==> src/rtl/mul_controller.sv <==
// Control FSM for the repeated-addition multiplier datapath: loads A and B, clears P,
// then issues ldp/decb until the datapath reports B==0. Optional abort via MUL_TIMEOUT_EN.
module mul_controller #(
  parameter int WIDTH          = 16,
  parameter int TIMEOUT_CYCLES = 65535
) (
  input  logic             clk,
  input  logic             rst_n,
  input  logic             start,
  input  logic [WIDTH-1:0] op_a,
  input  logic [WIDTH-1:0] op_b,
  input  logic             eqz,
  output logic [WIDTH-1:0] data_out,
  output logic             lda,
  output logic             ldb,
  output logic             clrp,
  output logic             ldp,
  output logic             decb,
  output logic             busy,
  output logic             done,
  output logic             err
);

  typedef enum logic [2:0] {
    IDLE = 3'd0,
    LDA  = 3'd1,
    LDB  = 3'd2,
    ACC  = 3'd3,
    DONE = 3'd4
  } state_t;

  // state_q is the observable FSM state for checkers.
  state_t           state_q;
  state_t           state_d;
  logic [WIDTH-1:0] a_q;
  logic [WIDTH-1:0] b_q;
  logic             timeout;

`ifdef MUL_TIMEOUT_EN
  logic [15:0] cnt_q;
  logic        err_q;

  assign timeout = (state_q == ACC) && !eqz && (cnt_q == 16'(TIMEOUT_CYCLES));

  always_ff @(posedge clk or negedge rst_n) begin
    if (!rst_n) begin
      cnt_q <= '0;
      err_q <= 1'b0;
    end else if (state_q == LDB) begin
      cnt_q <= '0;
      err_q <= 1'b0;
    end else if (timeout) begin
      err_q <= 1'b1;
    end else if (state_q == ACC && !eqz) begin
      cnt_q <= cnt_q + 16'd1;
    end
  end

  assign err = (state_q == DONE) && err_q;
`else
  assign timeout = 1'b0;
  assign err     = 1'b0;
`endif

  always_ff @(posedge clk or negedge rst_n) begin
    if (!rst_n) begin
      state_q <= IDLE;
    end else begin
      state_q <= state_d;
    end
  end

  // Operands are captured only on acceptance so they stay stable for the whole operation.
  always_ff @(posedge clk or negedge rst_n) begin
    if (!rst_n) begin
      a_q <= '0;
      b_q <= '0;
    end else if (state_q == IDLE && start) begin
      a_q <= op_a;
      b_q <= op_b;
    end
  end

  always_comb begin
    state_d = state_q;
    case (state_q)
      IDLE:    if (start) state_d = LDA;
      LDA:     state_d = LDB;
      LDB:     state_d = ACC;
      ACC:     if (eqz || timeout) state_d = DONE;
      DONE:    state_d = IDLE;
      default: state_d = IDLE;
    endcase
  end

  always_comb begin
    data_out = '0;
    lda      = 1'b0;
    ldb      = 1'b0;
    clrp     = 1'b0;
    ldp      = 1'b0;
    decb     = 1'b0;
    busy     = 1'b1;
    done     = 1'b0;
    case (state_q)
      IDLE: busy = 1'b0;
      LDA: begin
        data_out = a_q;
        lda      = 1'b1;
      end
      LDB: begin
        data_out = b_q;
        ldb      = 1'b1;
        clrp     = 1'b1;
      end
      ACC: begin
        data_out = a_q;
        if (!eqz && !timeout) begin
          ldp  = 1'b1;
          decb = 1'b1;
        end
      end
      DONE:    done = 1'b1;
      default: busy = 1'b0;
    endcase
  end

endmodule

==> config.mk <==
export PLATFORM = sky130hd
export DESIGN_NAME = mul_controller
export DESIGN_NICKNAME = d
export VERILOG_FILES = /design/src/rtl/mul_controller.sv
export SDC_FILE = /design/constraint.sdc
export NUM_CORES = 1
export LEC_CHECK = 0
export CAP_MARGIN = 20
export CORE_ASPECT_RATIO = 1.75
export CORE_MARGIN = 1
export CORE_UTILIZATION = 40
export DETAILED_ROUTE_END_ITERATION = 10
export PLACE_DENSITY = 0.79
export SETUP_SLACK_MARGIN = 0.2
export SYNTH_ARGS = -nofsm -noshare
export SYNTH_HDL_FRONTEND = slang
export SYNTH_SLANG_ARGS = --single-unit
==> constraint.sdc <==
create_clock -name clk -period 4.97 [get_ports clk]
set_clock_uncertainty 0.1 [all_clocks]
set_input_delay 0.497 -clock clk [delete_from_list [all_inputs] [get_ports clk]]
set_output_delay 0.497 -clock clk [all_outputs]
set_load 0.02 [all_outputs]
==> summary.txt, run 1 <==
Status: complete, no violations
Slowest-stage cell, CP: dfrtp_1
Global Route Usage Sum: 17.5%
Detail Route Antenna Nets: 0
Rows: 31
Synth area leaders: dfrtp_1 (51%), mux2_2 (17%), nand3b_1 (7.0%)
Fin. max-slew vios: 0
Crit start category: flop
H-tree Lvls: 2
CP Data Required Time: 4.37 ns
Worst min-delay path class: in2async
CP cell instances: nand2b_1 -> nor3b_1 -> clkdlybuf4s50_1
Leak: 0.000946 µW
Synthesis-to-finish area growth: 37.9%
Pwr/cell area: 663 nW/µm²
Sequential Area: 876 µm²
Synthesized flop and latch total: 35
Primary FF master, synth: dfrtp_1
Unique masters post-synth: 19
Max cap viols: 0
Number of global-route vias before repair: 1221
Combinational family with the most area after synthesis: multiplexers
Core area: 4110 µm²
Hold buffers post-CTS: 0
Layout Nets: 234
Placer Congestion: 0.711
Syn nets: 182
Post-Synth XOR/XNOR Area: 0.514%
Setup slack, reg-to-reg: 2.88 ns
Yosys warns: 0
Antenna cells: 0
DRC errors left: 0
Area of the mapped netlist: 1710 µm²
Fillcell total: 377
Die Ht: 88.4 µm
Fmax: 0.352 GHz
Critical Path Max Stage Delay: 0.83 ns
CP Class: reg2out
Final Power: 1560 µW
Ports: 60
Async S/R FF share, synth: 100%
Worst Setup End Kind: primary output
Fin crit period: 2.84 ns
Port Buffers: 58
Register area share after synthesis: 51.4%
Via count: 1279
Cell count after synthesis: 146
Initial antenna violation count: 0
Hpwl dp: 2.38 mm
CTS Buffer Depth: 2
Chip Width: 51.4 µm
Worst Reg2Reg Path Length in Cells: 3
Cell taking the most area after synthesis: dfrtp_1
Final Instance Area: 2350 µm²
Placed cell area: 2250 µm²
Router iterations before antenna repair: 4
Root Buffer: clkbuf_8
Maximum ir drop on the vdd rail: 444 µV
Setup TNS: 0 ns
Largest net degree at the start of global routing: 42
DR vias/cell: 5.20
Clk sinks: 35
Multi-input logic area: 732 µm²
Share of cells above drive strength 1: 17.8%
Cts bufs inserted: 5
Synth Area per Inst: 11.7 µm²
Slew HR: 43.4%
Clock transition at path regs: 0.06 ns
Final setup vio count: 0
Synth top area share: 51.4%
Tcrit/Tclk final: 57.2%
1st-iter DRT viols: 40
RSZ-0062 raised after global routing: no
GRT overflow: 0
Crit-path max FO: 22
Critical path arrival: 2.24 ns
Worst skew pair latency: 0.28 ns
Compound-Gate Fraction of Synth Area: 5.58%
Fin. Hold Viols: 0
Post-cts resize count: 0
Synth Area in Adders: 0%
Final wirelength: 3.55 mm
Routed length per instance: 14.4 µm
Post-synthesis simple-gate area fraction: 15.5%
Die ar.: 4540 µm²
Setup Fix Bufs, Post-CTS: 0
CTS tree: done
Mux contribution to synthesized area: 21.1%
Post-synth EDFFs: 0
First-pass GRT wire length: 5.78 mm
Worst-margin pin slew: 0.849 ns
Initial core utilization: 41.5%
## kinds of logic after synthesis
group | after synthesis
simple gates | 44
flops | 35
mux | 32
compound gates | 18
buf+inv | 15
xor+xnor | 1
other cells | 1
## placed cells by master, fill, tap and decap left out
master / netlist / routed
nand2b_1: 2 / 2
nor3b_1: 2 / 2
clkbuf_1: 8 / 1
a21bo_2: 1 / 1
buf_2: 0 / 1
conb_1: 1 / 1
and2_1: 1 / 1
clkbuf_8: 0 / 5
nor2_1: 3 / 3
and3_1: 1 / 1
nand2_1: 17 / 17
nor4b_4: 1 / 1
buf_16: 0 / 1
nand3b_1: 16 / 16
xnor2_1: 1 / 1
mux2_1: 7 / 7
nor3_1: 1 / 1
mux2_2: 25 / 25
dfrtp_1: 35 / 35
clkdlybuf4s50_1: 0 / 57
a21oi_1: 17 / 17
buf_4: 3 / 1
## critical path, delay by kind of cell, from the launching register on
family	cells	cell delay, ns
buffers and inverters	1	0.66
flip-flops	1	0.83
AND/OR/NAND/NOR	2	0.48
## sequential cells by signal, indices dropped and copies added, names as in the netlist
name and cells:
state_q 3, a_q 16, b_q 16
## final timing paths
kind	startpoint	endpoint
max in group asynchronous	rst_n	b_q[10]
worst min-delay path	rst_n	a_q[4]
worst max register to register	state_q[2]	a_q[12]
worst min register to register	a_q[1]	a_q[1]
min in group clk	a_q[1]	a_q[1]
worst max-delay path	state_q[1]	decb
## metrics by stage
step / utilization (%) / setup WS, ns / cells / hold WS [ns]
after floorplan: - / 2.82 / 146 / 0.101
after global placement: 54.8 / 2.37 / 239 / 0.369
after detailed placement: 54.8 / 2.30 / 239 / 0.375
after CTS: 56.5 / 1.98 / 245 / 0.210
after global routing: 57.2 / 1.96 / 246 / 0.249
final: 57.2 / 2.13 / 246 / 0.183
## layout make-up
cell class                 instances  area share [%]
sequential                        35            37.2
multi-input combinational         96            31.1
timing repair buffer              60            26.0
clock buffer                       6            3.09
tap                               49            2.61
## power breakdown
group	total [µW]	switching [µW]	internal, µW
combinational	836	378	459
sequential	544	115	429
clock	179	86.0	93.1
## Yosys cell counts, drive strengths merged, types with 2 or more instances
master / number
nand2: 17
nor3b: 2
clkbuf: 8
nand2b: 2
dfrtp: 35
nand3b: 16
nor2: 3
a21oi: 17
buf: 7
mux2: 32
## routing by layer
metal | global-route usage (%) | vias to the layer above | part of all wire, %
li1 | - | 602 | -
met1 | 20.3 | 631 | 39
met2 | 30.2 | 39 | 54
met3 | 4.47 | 7 | 4.8
met4 | 7.37 | 0 | 1.7
met5 | 0 | - | 0
Note: power is estimated with default switching activity, not from simulation.
==> run 2, diff against run 1 <==
PLACE_DENSITY = 0.82   (was 0.79)
clock period = 2.5 ns   (was 4.97 ns; I/O delays follow)
==> run 2 against run 1 <==
Sequential power up 89%. Cell area up 1.8%. Global-route usage down 0.10 points. Die area unchanged. Largest power group unchanged. First-iteration DRC count down 53%. Clock power up 120%. Critical path type unchanged. Via count down 1.3%. Register-to-register slack worse by 2.3 ns.
==> summary.txt, run 2 (same netlist as run 1, synthesis figures left out) <==
RSZ-0062 raised after global routing: no
CP Data Required Time: 2.15 ns (-2.22 ns)
Crit-path max FO: 22 (unchanged)
DRC errors left: 0 (unchanged)
Clock transition at path regs: 0.07 ns (about the same)
Final wirelength: 3.55 mm (-0.11%)
Util after Layout: 58.2% (+1.0 points)
DR vias/cell: 4.99 (-4.1%)
Cts bufs inserted: 5 (unchanged)
Fin. max-slew vios: 0 (unchanged)
Leak: 0.00109 µW (+15%)
Global Route Usage Sum: 17.4% (-0.10 points)
Clk sinks: 35 (unchanged)
Fillcell total: 375 (-0.53%)
Die Ht: 88.4 µm (unchanged)
Worst Setup End Kind: primary output
Critical Path Max Stage Delay: 0.61 ns (-0.22 ns)
Core area: 4110 µm² (unchanged)
Largest net degree at the start of global routing: 36 (-14%)
Number of global-route vias before repair: 1298 (+6.3%)
Detail Route Antenna Nets: 0 (unchanged)
Root Buffer: clkbuf_8
Worst-margin pin slew: 0.770 ns (-0.0782 ns)
Slowest-stage cell, CP: clkdlybuf4s50_1
RR Endpoint: a_q[3]
Placer Congestion: 0.722 (+1.5%)
Critical Path Sink: data_out[3]
Worst skew pair latency: 0.29 ns (about the same)
Die ar.: 4540 µm² (unchanged)
Setup slack, reg-to-reg: 0.61 ns (-2.27 ns)
CTS Buffer Depth: 2 (unchanged)
Chip Width: 51.4 µm (unchanged)
Max cap viols: 0 (unchanged)
Place WS: 0.446 ns (-1.85 ns)
CP Class: reg2out
Fin. Hold Viols: 0 (unchanged)
Share of cells above drive strength 1: 20.6% (+2.8 points)
Worst Reg2Reg Path Length in Cells: 4 (+1)
Synthesis-to-finish area growth: 40.4%
Final setup margin: 0.294 ns (-1.83 ns)
Crit. Startpoint: state_q[0]
Fin crit period: 2.21 ns
Sequential Area: 878 µm² (+0.29%)
Slew HR: 48.6% (+5.2 points)
Port Buffers: 58 (unchanged)
Pwr/cell area: 1280 nW/µm² (+92%)
Crit start category: flop
Tcrit/Tclk final: 88.2%
Status: complete, no violations
Multi-input logic area: 732 µm² (unchanged)
Via count: 1262 (-1.3%)
Initial antenna violation count: 0 (unchanged)
Routed length per instance: 14.0 µm (-2.9%)
Hpwl dp: 2.48 mm (+4.4%)
GRT overflow: 0 (unchanged)
Most common cell after layout, fill and taps aside: clkdlybuf4s50_1
Maximum ir drop on the vdd rail: 720 µV (+62%)
Worst min-delay path class: reg2reg
Antenna cells: 0 (unchanged)
Largest registers: a_q x16, b_q x16, state_q x3
Setup TNS: 0 ns (unchanged)
First-pass GRT wire length: 5.73 mm (-0.73%)
CTS tree: done
CP cell instances: buf_6 -> nand3b_1 -> a21oi_1 -> clkdlybuf4s50_1
Worst hold margin: 0.389 ns (+0.206 ns)
Final setup vio count: 0 (unchanged)
R2r startpoint: state_q[1]
Ports: 60 (unchanged)
Most frequent cells in the layout: clkdlybuf4s50_1 (41), dfrtp_1 (33), mux2_2 (25), nand2_1 (17), a21oi_1 (17)
Initial core utilization: 41.5% (unchanged)
Rows: 31 (unchanged)
Router iterations before antenna repair: 4 (unchanged)
H-tree Lvls: 2 (unchanged)
Fmax: 0.453 GHz
Critical path arrival: 1.86 ns (-0.38 ns)
Layout Nets: 239 (+2.1%)
Setup Fix Bufs, Post-CTS: 0 (unchanged)
1st-iter DRT viols: 19 (-53%)
==> run 2: changes by cell type in the layout (fill, tap and decap cells not counted), sizes merged <==
cell and delta:
dlygate4sd2 +9, dlygate4sd3 +1, dlymetal6s2s +7, clkbuf +1
buf +4, clkinv +1, clkdlybuf4s50 -16
==> run 2: critical path, delay by kind of cell (launching register included) <==
family / cells / cell delay (ns)
AOI/OAI and AO/OA: 1 / 0.14
DFF: 1 / 0.46
buffers and inverters: 2 / 0.80
and+or+nand+nor: 1 / 0.16
==> run 2: area by class of cell <==
class | count | share of cell area (%)
timing repair buffer | 65 | 26.8
clock inverter | 1 | 0.209
multi-input combinational | 96 | 30.6
clock buffer | 7 | 3.19
sequential | 35 | 36.7
tap | 49 | 2.56
==> run 2: stage by stage <==
stage          instances  cell area [µm²]  total power [µW]
2_1_floorplan        146             1710              2110
3_3_place_gp         244             2290              2740
3_5_place_dp         244             2290              2770
4_1_cts              253             2370              3100
5_1_grt              253             2390              3270
6_report             253             2390              3050
==> run 2: worst min-delay path by stage <==
stage | slack, ns | cells past startpoint | to | start
after floorplan | -0.15 | 0 | a_q[0] | rst_n
after global placement | 0.27 | 1 | a_q[4] | rst_n
after detailed placement | 0.27 | 1 | a_q[6] | rst_n
after CTS | 0.39 | 1 | a_q[1] | a_q[1]
after global routing | 0.40 | 1 | a_q[1] | a_q[1]
final | 0.39 | 1 | a_q[1] | a_q[1]
==> run 2: layer usage <==
layer	wire [µm]	global-route usage [%]	share of wire, %
met5	0	0	0
met4	74	9.09	2.1
met3	154	4.47	4.3
met2	1920	29.9	54
met1	1400	19.5	39
==> run 2: power breakdown <==
| group | leakage [µW] | internal (µW) | switching [µW] |
|---|---|---|---|
| clock network | 0.0000422 | 195 | 189 |
| logic | 0.000633 | 836 | 804 |
| registers | 0.000415 | 858 | 169 |
==> run 2: repair_timing <==
| item | CTS | global route |
|---|---|---|
| endpoints found under the setup margin | 9 | 10 |
| hold buffers | 1 | 0 |
| gates resized for setup | 10 | 9 |
| hold endpoints to repair | 35 | 0 |
==> run 3, diff against run 2 <==
CTS_CLUSTER_DIAMETER = 200   (was unset)
==> results of run 3 <==
No change in the layout: final DEF, timing and power equal those of run 2.
